===== config.mk =====
export PLATFORM = sky130hd
export DESIGN_NAME = loop_control_sequencer
export DESIGN_NICKNAME = d
export VERILOG_FILES = /design/src/rtl/loop_control_sequencer.sv
export SDC_FILE = /design/constraint.sdc
export NUM_CORES = 1
export LEC_CHECK = 0
export CAP_MARGIN = 10
export CELL_PAD_IN_SITES_DETAIL_PLACEMENT = 0
export CELL_PAD_IN_SITES_GLOBAL_PLACEMENT = 1
export CORE_UTILIZATION = 37
export DETAILED_ROUTE_END_ITERATION = 8
export GPL_ROUTABILITY_DRIVEN = 0
export PLACE_DENSITY_LB_ADDON = 0.1
export SLEW_MARGIN = 20
export SYNTH_ARGS = -nofsm -noshare
export SYNTH_HDL_FRONTEND = slang
export SYNTH_SLANG_ARGS = --single-unit

===== constraint.sdc =====
create_clock -name CELCLK -period 2.8 [get_ports CELCLK]
set_clock_uncertainty 0.05 [all_clocks]
set_input_delay 0.56 -clock CELCLK [delete_from_list [all_inputs] [get_ports CELCLK]]
set_output_delay 0.56 -clock CELCLK [all_outputs]
set_load 0.02 [all_outputs]

===== src/rtl/loop_control_sequencer.sv =====
// Start-up/shutdown sequencer for the 5V control-loop brick cluster: precharge, loop enable, soft-start
// ramp of the reference DAC code, regulation tracking and fault shutdown. Define LOOP_SEQ_RETRY_EN for auto-retry.
module loop_control_sequencer #(
  parameter int REF_W      = 8,
  parameter int PRECHG_CYC = 16,
  parameter int STEP_CYC   = 4,
`ifdef LOOP_SEQ_RETRY_EN
  parameter int RETRY_CYC  = 255,
`endif
  parameter int PG_FILT    = 3
) (
  input  logic             CELCLK,
  input  logic             CELRSTN,
  input  logic             en,
  input  logic [REF_W-1:0] ref_tgt,
  input  logic             ovp,
  input  logic             pgood,
  output logic             prechg,
  output logic             loop_en,
  output logic [REF_W-1:0] ref_dac,
  output logic             ready,
  output logic             fault,
  output logic [2:0]       state
);

`ifdef LOOP_SEQ_RETRY_EN
  localparam int CNT_MAX = (RETRY_CYC > PRECHG_CYC) ? RETRY_CYC : PRECHG_CYC;
`else
  localparam int CNT_MAX = PRECHG_CYC;
`endif
  localparam int CNT_W  = $clog2(CNT_MAX + 1);
  localparam int STEP_W = $clog2(STEP_CYC + 1);
  localparam int PG_W   = $clog2(PG_FILT + 1);

  localparam logic [CNT_W-1:0]  PRECHG_LAST = CNT_W'(PRECHG_CYC - 1);
  localparam logic [STEP_W-1:0] STEP_LAST   = STEP_W'(STEP_CYC - 1);
  localparam logic [PG_W-1:0]   PG_LAST     = PG_W'(PG_FILT - 1);
`ifdef LOOP_SEQ_RETRY_EN
  localparam logic [CNT_W-1:0]  RETRY_LAST  = CNT_W'(RETRY_CYC - 1);
`endif

  typedef enum logic [2:0] {
    S_IDLE   = 3'd0,
    S_PRECHG = 3'd1,
    S_RAMP   = 3'd2,
    S_REG    = 3'd3,
    S_FAULT  = 3'd4,
    S_COOL   = 3'd5
  } state_t;

  state_t            cur_state, nxt_state;
  logic [CNT_W-1:0]  cnt, cnt_nxt;
  logic [STEP_W-1:0] step_cnt, step_nxt;
  logic [PG_W-1:0]   pg_cnt, pg_nxt;
  logic [REF_W-1:0]  dac_nxt;
  logic              prechg_nxt, loop_en_nxt, ready_nxt, fault_nxt;

  // One LSB toward the target; stepping only while unequal keeps the code inside 0..2^REF_W-1.
  function automatic logic [REF_W-1:0] step_toward(input logic [REF_W-1:0] cur,
                                                   input logic [REF_W-1:0] tgt);
    if (cur < tgt) return cur + 1'b1;
    if (cur > tgt) return cur - 1'b1;
    return cur;
  endfunction

  always_comb begin
    nxt_state = cur_state;
    cnt_nxt   = cnt;
    step_nxt  = step_cnt;
    pg_nxt    = '0;
    dac_nxt   = ref_dac;
    case (cur_state)
      S_IDLE: if (en) nxt_state = S_PRECHG;
      S_PRECHG: begin
        if (ovp)                       nxt_state = S_FAULT;
        else if (!en)                  nxt_state = S_IDLE;
        else if (cnt == PRECHG_LAST)   nxt_state = S_RAMP;
        else                           cnt_nxt   = cnt + 1'b1;
      end
      S_RAMP, S_REG: begin
        if (ovp)                       nxt_state = S_FAULT;
        else if (!en)                  nxt_state = S_IDLE;
        else if (cur_state == S_REG && !pgood && pg_cnt == PG_LAST)
                                       nxt_state = S_FAULT;
        else begin
          // Step timer idles at zero while on target so a new target always waits a full STEP_CYC.
          if (ref_dac == ref_tgt)
            step_nxt = '0;
          else if (step_cnt == STEP_LAST) begin
            step_nxt = '0;
            dac_nxt  = step_toward(ref_dac, ref_tgt);
          end else
            step_nxt = step_cnt + 1'b1;
          if (cur_state == S_REG) begin
            if (!pgood) pg_nxt = pg_cnt + 1'b1;
          end else if (ref_dac == ref_tgt && pgood)
            nxt_state = S_REG;
        end
      end
`ifdef LOOP_SEQ_RETRY_EN
      S_FAULT: nxt_state = en ? S_COOL : S_IDLE;
      S_COOL: begin
        if (!en)                       nxt_state = S_IDLE;
        else if (ovp)                  cnt_nxt   = '0;
        else if (cnt == RETRY_LAST)    nxt_state = S_PRECHG;
        else                           cnt_nxt   = cnt + 1'b1;
      end
`else
      S_FAULT: if (!en) nxt_state = S_IDLE;
`endif
      default: nxt_state = S_IDLE;
    endcase

    if (nxt_state != cur_state) begin
      cnt_nxt  = '0;
      step_nxt = '0;
      pg_nxt   = '0;
    end
    if (!(cur_state inside {S_RAMP, S_REG}) || !(nxt_state inside {S_RAMP, S_REG}))
      dac_nxt = '0;

    prechg_nxt  = (nxt_state == S_PRECHG);
    loop_en_nxt = (nxt_state inside {S_RAMP, S_REG});
    ready_nxt   = (nxt_state == S_REG) && (dac_nxt == ref_tgt);
    // Fault persists through any retry until regulation is regained or the supervisor drops en.
    fault_nxt   = fault;
    if (nxt_state == S_FAULT)                           fault_nxt = 1'b1;
    else if (nxt_state == S_IDLE || nxt_state == S_REG) fault_nxt = 1'b0;
  end

  always_ff @(posedge CELCLK) begin
    if (!CELRSTN) begin
      cur_state <= S_IDLE;
      cnt       <= '0;
      step_cnt  <= '0;
      pg_cnt    <= '0;
      prechg    <= 1'b0;
      loop_en   <= 1'b0;
      ref_dac   <= '0;
      ready     <= 1'b0;
      fault     <= 1'b0;
    end else begin
      cur_state <= nxt_state;
      cnt       <= cnt_nxt;
      step_cnt  <= step_nxt;
      pg_cnt    <= pg_nxt;
      prechg    <= prechg_nxt;
      loop_en   <= loop_en_nxt;
      ref_dac   <= dac_nxt;
      ready     <= ready_nxt;
      fault     <= fault_nxt;
    end
  end

  assign state = cur_state;

endmodule


# Word-level counts from Yosys, hierarchy flattened

Index checks and enable logic that the tools add are counted.

Input bits: 13
Flip-flop bits (word level): 25

Equality and inequality tests: 14
Add/subtract/negate cells: 5
Bitwise operators: 7
Multiplexer cells: 41
$lt $le $gt $ge: 2
Reductions and logical operators: 19

Operator list:

| cell                                                 | count |
|---|---|
| 2-to-1 mux 8 bit                                     | 11 |
| 2-to-1 mux 3 bit                                     | 12 |
| 2-to-1 mux 1 bit                                     | 17 |
| equality test 8 bit                                  | 2 |
| equality test 3 x 2 -> 1 bit (second input constant) | 5 |
| one-hot mux 3 bit (4 select lines)                   | 1 |
| adder 8 x 1 -> 8 bit (second input constant)         | 1 |
| greater-than comparator 8 bit                        | 1 |
| < comparator 8 bit                                   | 1 |
| AND reduction 4 bit                                  | 2 |
| OR reduction 8 bit                                   | 1 |
| subtractor 8 x 1 -> 8 bit (second input constant)    | 1 |
| NOT 1 bit                                            | 7 |
| equality test 3 x 1 -> 1 bit (second input constant) | 2 |
| equality test 3 bit (second input constant)          | 2 |
| zero test 3 bit                                      | 2 |
| nonzero test 2 bit                                   | 3 |
| adder 5 x 1 -> 5 bit (second input constant)         | 1 |
| equality test 5 x 4 -> 1 bit (second input constant) | 1 |
| logical AND 1 bit                                    | 4 |
| OR reduction 2 bit                                   | 2 |
| adder 3 x 1 -> 3 bit (second input constant)         | 1 |
| zero test 1 bit                                      | 3 |
| inequality test 3 bit                                | 1 |
| other kinds (3)                                      | 4 |

# Depth between registers and ports, before layout

Depth in word-level cells: 26
Gate-level depth with buffers: 11

# Worst setup path after synthesis

Ideal clock, no wire load.

Path type: flip-flop to flip-flop
Start point: register ref_dac[0]
End point: register ready
Path slack: 0.127 ns
Cell stages (with the launch flop): 11
Required time: 2.663 ns
Setup time: 0.087 ns
Period minus slack after synthesis: 2.673 ns
Path buffers: 0
Arrival time: 2.536 ns
Cells stage by stage: dfxtp_1 > inv_1 > ha_1 > and4_4 > a21oi_4 > xnor2_1 > a221oi_2 > o2bb2ai_1 > a2111oi_2 > o2111ai_1 > nor4b_2

Word-level cells in the longest chain between the ends: 20
Elaborated cells on any way between the ends: 45
Classes of those cells: 2 x add/sub; 2 x order compare; 4 x eq/ne; 32 x mux; 5 x reduce/logical

RTL lines:

| element                       | RTL line | source |
|---|---|---|
| start, declared               | 20       | `output logic [REF_W-1:0] ref_dac,` |
| start signal, assigned        | 149      | `ref_dac <= dac_nxt;` |
| greater-than comparator 8 bit | 62       | `if (cur > tgt) return cur - 1'b1;` |
| 2-to-1 mux 1 bit (2 in a row) | 62       |  |
| 2-to-1 mux 1 bit              | 89       | `else if (step_cnt == STEP_LAST) begin` |
| 2-to-1 mux 1 bit              | 87       | `if (ref_dac == ref_tgt)` |
| 2-to-1 mux 1 bit              | 83       | `else if (cur_state == S_REG && !pgood && pg_cnt == PG_LAST)` |
| 2-to-1 mux 1 bit              | 82       | `else if (!en) nxt_state = S_IDLE;` |
| 2-to-1 mux 1 bit              | 81       | `if (ovp) nxt_state = S_FAULT;` |
| 2-to-1 mux 1 bit              | 72       | `case (cur_state)` |
| (+3 left out)                 | n/a      |  |
| 2-to-1 mux 8 bit              | 87       |  |
| 2-to-1 mux 8 bit              | 83       |  |
| 2-to-1 mux 8 bit              | 82       |  |
| 2-to-1 mux 8 bit              | 81       |  |
| 2-to-1 mux 8 bit              | 72       |  |
| 2-to-1 mux 8 bit              | 119      | `if (!(cur_state inside {S_RAMP, S_REG}) \|\| !(nxt_state inside {S_RAMP, S_REG}))` |
| equality test 8 bit           | 124      | `ready_nxt = (nxt_state == S_REG) && (dac_nxt == ref_tgt);` |
| logical AND 1 bit (*)         | 124      |  |
| end signal, assigned          | 150      | `ready <= ready_nxt;` |
| end, declared                 | 21       | `output logic ready,` |

Mark *: on every way between the ends. The rest lies on a longest branch, timed or not. The select of a mux whose other input is x is not followed.
A chain may end at the register's enable or synchronous reset.

# Worst setup path after layout

Start point: input ref_tgt[0]
End point: register ready

Word-level cells in the longest chain between the ends: 20
Elaborated cells on any way between the ends: 42
Classes of those cells: 2 x order compare; 4 x eq/ne; 31 x mux; 5 x reduce/logical

RTL lines:

| element                       | RTL line | source |
|---|---|---|
| start, declared               | 15       | `input logic [REF_W-1:0] ref_tgt,` |
| greater-than comparator 8 bit | 62       |  |
| 2-to-1 mux 1 bit (2 in a row) | 62       |  |
| 2-to-1 mux 1 bit              | 89       |  |
| 2-to-1 mux 1 bit              | 87       |  |
| 2-to-1 mux 1 bit              | 83       |  |
| 2-to-1 mux 1 bit              | 82       |  |
| 2-to-1 mux 1 bit              | 81       |  |
| 2-to-1 mux 1 bit              | 72       |  |
| (+3 left out)                 | n/a      |  |
| 2-to-1 mux 8 bit              | 87       |  |
| 2-to-1 mux 8 bit              | 83       |  |
| 2-to-1 mux 8 bit              | 82       |  |
| 2-to-1 mux 8 bit              | 81       |  |
| 2-to-1 mux 8 bit              | 72       |  |
| 2-to-1 mux 8 bit              | 119      |  |
| equality test 8 bit           | 124      |  |
| logical AND 1 bit (*)         | 124      |  |

Marks and branches as above.

==> impl_results.md <==
* Site row count at 26
* CP dominant cell by count: o2111ai_1
* Crit-path max cell delay at a little over 300 ps
* Post-route ant nets at 0
* Final hold viol count at 0
* Initial antenna violation count at 0
* Vias in the first global route at a little over 2000
* Grt ovf at 0
* Post-synth EDFFs at 0
* CP Capture Type: flip-flop
* Sequential area share after synthesis at 25.02%
* Max-Cap Viols at 0
* Top cell type's share of synthesized area at 25.02%
* DRC at 0
* CTS tree: done
* WP data required at 2940 ps
* Router iterations before antenna repair at 4
* Worst setup margin at 152.3 ps
* Slew Viols, Final at 0
* Number of synthesized register bits at 25
* Gr usage total at 23.98%
* Die Y at ~76 um
* DP Cell Count at 405
* R2R setup slack at approximately 230 ps
* Root buf cell: clkbuf_8
* Crit-path max FO at 2
* Worst Hold Slack at 383.1 ps
* CP Launch Type: input port
* Hold Path End: pg_cnt[0]$_SDFF_PP0_
* Vias post-DR at about 2200
* Port bufs at 27
* Relative slew slack at 69.61%
* Ports at 28
* Critical path, cell by cell: dlygate4sd2_1, ha_1, nand4_1, buf_4, o21ai_2, nor3_1, o2111ai_2, o2111ai_1, a2111oi_2, o2111ai_1, nor4b_2
* Ys Warns at 0
* N_diodes at 0
* Crit Path Class: in2reg
* Fin crit period at 2648 ps
* DPL Wire Length at between 5000 and 6000 um
* Clock sink total at 25
* Drt via density at about 5.3
* Clk_lat worst skew at roughly 270 ps
* Syn Nets at 274
* Power Total at 714.4 uW
* Core Footprint at 5172 um2
* Main synth FF type: dfxtp_1
* Worst hold path startpoint: pg_cnt[0]$_SDFF_PP0_
* Unrepaired setup endpoints after global routing: false
* Fmax at ~0.38 GHz
* # nets final at 371
* Non-Filler Instances at a little over 400
* Overall routed net length at 6308 um
* Die width at 75.54 um
* WL per Instance at ~15 um
* Synth area leader: dfxtp_1
* Setup violations, final at 0
* Mapped Cells at about 250
* RR Startpoint: ref_dac[0]$_SDFF_PN0_
* Hold Crit Class: reg2reg
* Global-route wire length before repair at 10160 um
* Fin crit share at approximately 95%
* Post-Syn Area at 2001 um2
* Pin count of the biggest net entering global routing at 14
* Power Density at 234.7 nW/um2
* Status: complete, no violations
* Initial cell density of the core at 38.68%
* Least-Margin Pin Slew at ~450 ps
* Ys async rst share at 0%
* Reg clk slew, reported paths at 80 ps
* Fraction of layout cells with a size suffix above 1 at 34.40%
* CP max stage cell: ha_1
* Deepest clock path buffer count at 2
* R2r endpoint: ready$_SDFF_PN0_
* Die area at 5706 um2
* Dpl ws at -559.0 ps
* Avg Inst Size Synth at 8.100 um2
* Area delta synth->final at 52.16%
* Critical path arrival at 2790 ps
* # H-tree levels at 1
* Reg2reg path depth at 11
* Leak pwr at between 1 and 1.5 nW
* Synth area leaders: dfxtp_1 (25%), ha_1 (8.8%), nor2_1 (4.7%)
* Inserted Clock Buffers at 3
* DR iter-0 viols at 114
* Hold depth at 1
* Unique masters post-synth at 62
* Peak VDD IR at 0.1957 mV
-- layer usage --
metal  share of wire [%]  up-vias  routed length, um  GRT usage, %
li1                    -     1110                  -             -
met4                0.94        0                 59         4.938
met5                   0        -                  0             0
met2                  42       50               2647         36.71
met1                  54     1043               3385         35.67
met3                 3.4        6                214         3.307
-- flip-flops by register name (all words and copies together) (netlist names) --
register / cells
ref_dac: 8
loop_en: 1
ready: 1
pg_cnt: 2
step_cnt: 3
cnt: 5
prechg: 1
fault: 1
state: 3
-- critical path: cells and delay by family --
kind            cells  cell delay, ps
fa+ha+maj           1             310
simple gates        3             550
compound gates      5             910
buf+inv             2             450
-- worst max path at each step --
| stage | to | depth (start not counted) | start | slack [ps] |
|---|---|---|---|---|
| floorplan | ready$_SDFF_PN0_ | 10 | ref_dac[0]$_SDFF_PN0_ | 130 |
| global placement | ready$_SDFF_PN0_ | 12 | ref_tgt[5] | -530 |
| detailed placement | ready$_SDFF_PN0_ | 11 | ref_tgt[1] | -560 |
| CTS | ready$_SDFF_PN0_ | 12 | ref_tgt[1] | 80 |
| global route | ready$_SDFF_PN0_ | 11 | ref_tgt[6] | 2 |
| finish | ready$_SDFF_PN0_ | 11 | ref_tgt[0] | 150 |
-- power breakdown --
group	internal [mW]	switching, mW	total, mW
Combinational	0.0695	0.0643	0.134
Clock	0.102	0.116	0.218
Sequential	0.359	0.00372	0.362
Total	0.530	0.184	0.714
-- synth_stat cells, types with 5 or more instances --
| cell type | n |
|---|---|
| dfxtp_1 | 25 |
| o21ai_0 | 16 |
| a21oi_1 | 12 |
| ha_1 | 14 |
| nand2_1 | 23 |
| nand2b_1 | 12 |
| inv_1 | 11 |
| nand3_1 | 5 |
| and3_1 | 5 |
| nor3_1 | 10 |
| nor2_1 | 25 |
| xnor2_1 | 6 |
| xor2_1 | 6 |
| nand4_1 | 6 |
-- stage by stage --
step	TNS (ps)	util [%]	area [um2]
floorplan	0	-	2001
global placement	-2383	54.69	2829
detailed placement	-2332	54.69	2829
CTS	0	58.44	3023
global route	0	58.85	3044
finish	0	58.85	3044
-- kinds of logic (layout without fill, tap and decap cells) --
group                      count (synthesis)  in the layout  share of synthesized area (%)
and+or+nand+nor                          113            113                          32.40
xor gates and xnor gates                  13             13                          6.066
muxes                                      3              3                          1.501
AOI/OAI and AO/OA                         63             63                          23.14
buffers and inverters                     16            112                          3.127
DFF                                       25             25                          25.02
adders and majority gates                 14             14                          8.756
-- what timing repair did --
item / CTS / global route
gates resized for setup: 31 / 10
pin swaps: 11 / 7
hold buffers: 0 / 0
setup endpoints to repair: 2 / 1
gates cloned: 0 / 0
setup buffers: 4 / 0
-- layout make-up --
type | instances | area, um2
Inverter | 12 | 45.04
Timing Repair Buffer | 96 | 775.7
Multi-Input combinational cell | 206 | 1590
Clock buffer | 4 | 45.04
Fill cell | 455 | 2128
Tap cell | 70 | 87.58
Sequential cell | 25 | 500.5
-- cell usage in the layout, fill, tap and decap left out, types with 3 or more instances in the layout --
master           Yosys  final
and3_1               5      5
nand3_1              5      5
xnor2_1              6      6
clkdlybuf4s50_1      0     19
nor3b_1              3      3
inv_1               11      4
nand2b_1            12     12
ha_4                 0      7
and2_1               3      3
a21oi_1             12     11
o21ai_0             16     16
xor2_1               6      6
nor2b_1              3      3
inv_2                1      8
clkbuf_8             0      3
dlygate4sd2_1        0      5
a31oi_1              3      3
o211ai_1             3      3
nor2_1              25     24
ha_1                14      7
nand4_1              6      6
dfxtp_1             25     25
mux2i_1              3      3
buf_4                0     68
nor3_1              10      9
nand2_1             23     22
Note: power is estimated with default switching activity, not from simulation.
==> edit: new RTL, same settings <==
Make the reset (`CELRSTN`) asynchronous in one clocked block.
--- a/src/rtl/loop_control_sequencer.sv
+++ b/src/rtl/loop_control_sequencer.sv
@@ -129,5 +129,5 @@
   end
 
-  always_ff @(posedge CELCLK) begin
+  always_ff @(posedge CELCLK or negedge CELRSTN) begin
     if (!CELRSTN) begin
       cur_state <= S_IDLE;
Formal check against the unedited RTL: differs if CELRSTN is asserted again (counterexample within 4 cycles, from zero or initial values and one cycle with CELRSTN low); with CELRSTN held inactive, the same outputs for 10 cycles.
==> edit against the original RTL <==
- cell area is 0.62% lower
- synthesized cell count is 5.3% lower
- sequential cell count stayed put
- power is 25% higher
- routed wire length is 7.5% lower
- sequential power is 11% higher
- setup slack worse by 0.066 ns
- area after synthesis is 1.6% higher
- critical path type unchanged
- largest power group unchanged
==> edit: results (changes against the original RTL) <==
status:
  status: "finished clean"  # unchanged
global_route:
  grt_pass1_vias: 1878  # was 2,051
  use_met3_pct: 1.92  # was 3.31%
  grt_usage_pct: 21.0  # was 24.0%
  use_met2_pct: 32.6  # was 36.7%
  grt_pass1_wl_um: 9600  # was 10,200 µm
  grt_start_max_net_pins: 26  # was 14
  met1_usage_pct: 31.5  # was 35.7%
place:
  hpwl_um: 4310  # was 5040 µm
  placed_area_um2: 2740  # was 2830 µm²
logic_synthesis:
  seq_area_frac_synth_pct: 30.8  # was 25.0%
  synth_area_leaders: "dfrtp_1, ha_1, nor2_1"  # was dfxtp_1, ha_1, nor2_1
  synthDistinctLibCells: 58  # was 62
  async_flop_share_pct: 100  # was 0%
  netlist_top_cells_count: "nor2_1, dfrtp_1, inv_1, nand2_1, ha_1"  # was dfxtp_1, nor2_1, nand2_1, o21ai_0, ha_1
  ys.flop_type: "dfrtp_1"  # was dfxtp_1
  syn-num-nets: 261  # was 274
routing:
  drt-met1-wl_um: 2910  # was 3390 µm
  routed-via-count: 1988  # was 2,209
  top_layer_used: "met4"  # unchanged
  wl_per_cell_um: 15.2  # was 15.3 µm
  first_iter_violations: 164  # was 114
  wl_met3_um: 193  # was 214 µm
critical_path:
  critPathArrivalTime_ns: 2.85  # was 2.79 ns
  timing.critical_path.slowest_stage_cell: "mux2_4"  # was ha_1
  critPathMaxFanout: 4  # was 2
final_layout:
  nFillCells: 497  # was 455
  nets: 342  # was 371
  layout-drive-gt1-share_pct: 37.3  # was 34.4%
power_and_ir_drop:
  ir_drop_mv: 0.294  # was 0.196 mV
  leakage_uw: 0.00129  # was 0.00115 µW
sta:
  slew_headroom_pct: 74.7  # was 69.6%
clocking:
  clk_pin_slew_ns: 0.11  # was 0.08 ns
[edit: final cells by class]
| class | count | area [µm²] | area share (%) |
|---|---|---|---|
| Clock buffer | 3 | 41.3 | 1.36 |
| Clock inverter | 1 | 7.51 | 0.248 |
| Inverter | 17 | 63.8 | 2.11 |
| Multi-Input combinational cell | 184 | 1520 | 50.2 |
| Sequential cell | 25 | 626 | 20.7 |
| Tap cell | 70 | 87.6 | 2.89 |
| Timing Repair Buffer | 84 | 679 | 22.5 |
[edit: path summary, 6_finish.rpt]
path | start | to | slack, ns | cells after the start
worst min register to register | step_cnt[2]$_DFFE_PN0P_ | step_cnt[2]$_DFFE_PN0P_ | 0.45 | 2
worst max-delay path | ref_tgt[0] | ready$_DFF_PN0_ | 0.09 | 11
min in group asynchronous | CELRSTN | ref_dac[5]$_DFF_PN0_ | 0.60 | 2
max in group asynchronous | CELRSTN | state[1]$_DFF_PN0_ | 1.82 | 2
worst max register to register | ref_dac[0]$_DFF_PN0_ | ready$_DFF_PN0_ | 0.09 | 11
worst min-delay path | step_cnt[2]$_DFFE_PN0P_ | step_cnt[2]$_DFFE_PN0P_ | 0.45 | 2
[edit: where the power goes]
group	switching, µW	internal [µW]	total (µW)
clock network	136	101	238
registers	21.2	382	403
logic	131	123	254
[edit: kinds of logic (layout without fill, tap and decap cells)]
| logic type | after synthesis | count (layout) | share of synthesized area, % |
|---|---|---|---|
| buffers and inverters | 25 | 105 | 5.60 |
| AO/OA/AOI/OAI | 46 | 46 | 16.5 |
| XOR/XNOR | 15 | 15 | 6.47 |
| adder cells (fa/ha/maj) | 14 | 14 | 8.62 |
| flip-flops | 25 | 25 | 30.8 |
| multiplexers | 11 | 11 | 6.53 |
| AND/OR/NAND/NOR | 98 | 98 | 25.5 |
[edit: through the flow]
stage / TNS, ns / util [%] / worst slack [ns] / hold slack [ns] / cells
5_1_grt: -0.0163 / 58.1 / -0.0163 / 0.482 / 384
3_3_place_gp: -6.71 / 52.6 / -0.756 / 0.437 / 375
4_1_cts: 0 / 57.1 / 0.0309 / 0.453 / 383
6_report: 0 / 58.1 / 0.0862 / 0.450 / 384
3_5_place_dp: -7.15 / 52.6 / -0.851 / 0.440 / 375
2_1_floorplan: 0 / - / 0.00129 / 0.214 / 234
[edit: worst reg2reg max path, stage by stage, from the launching register on]
cell	delay (ns)
dfrtp_1	0.36
inv_1	0.10
ha_1	0.29
nand4_1	0.13
buf_4	0.18
o21a_4	0.21
and4_4	0.19
mux2i_4	0.17
mux2_4	0.33
a22oi_2	0.20
o2111ai_2	0.13
a2111oi_2	0.28
[edit: what timing repair did]
action / CTS / global route
pin swaps: 14 / 13
setup endpoints to repair: 12 / 9
setup buffers: 4 / 2
gates resized for setup: 36 / 25
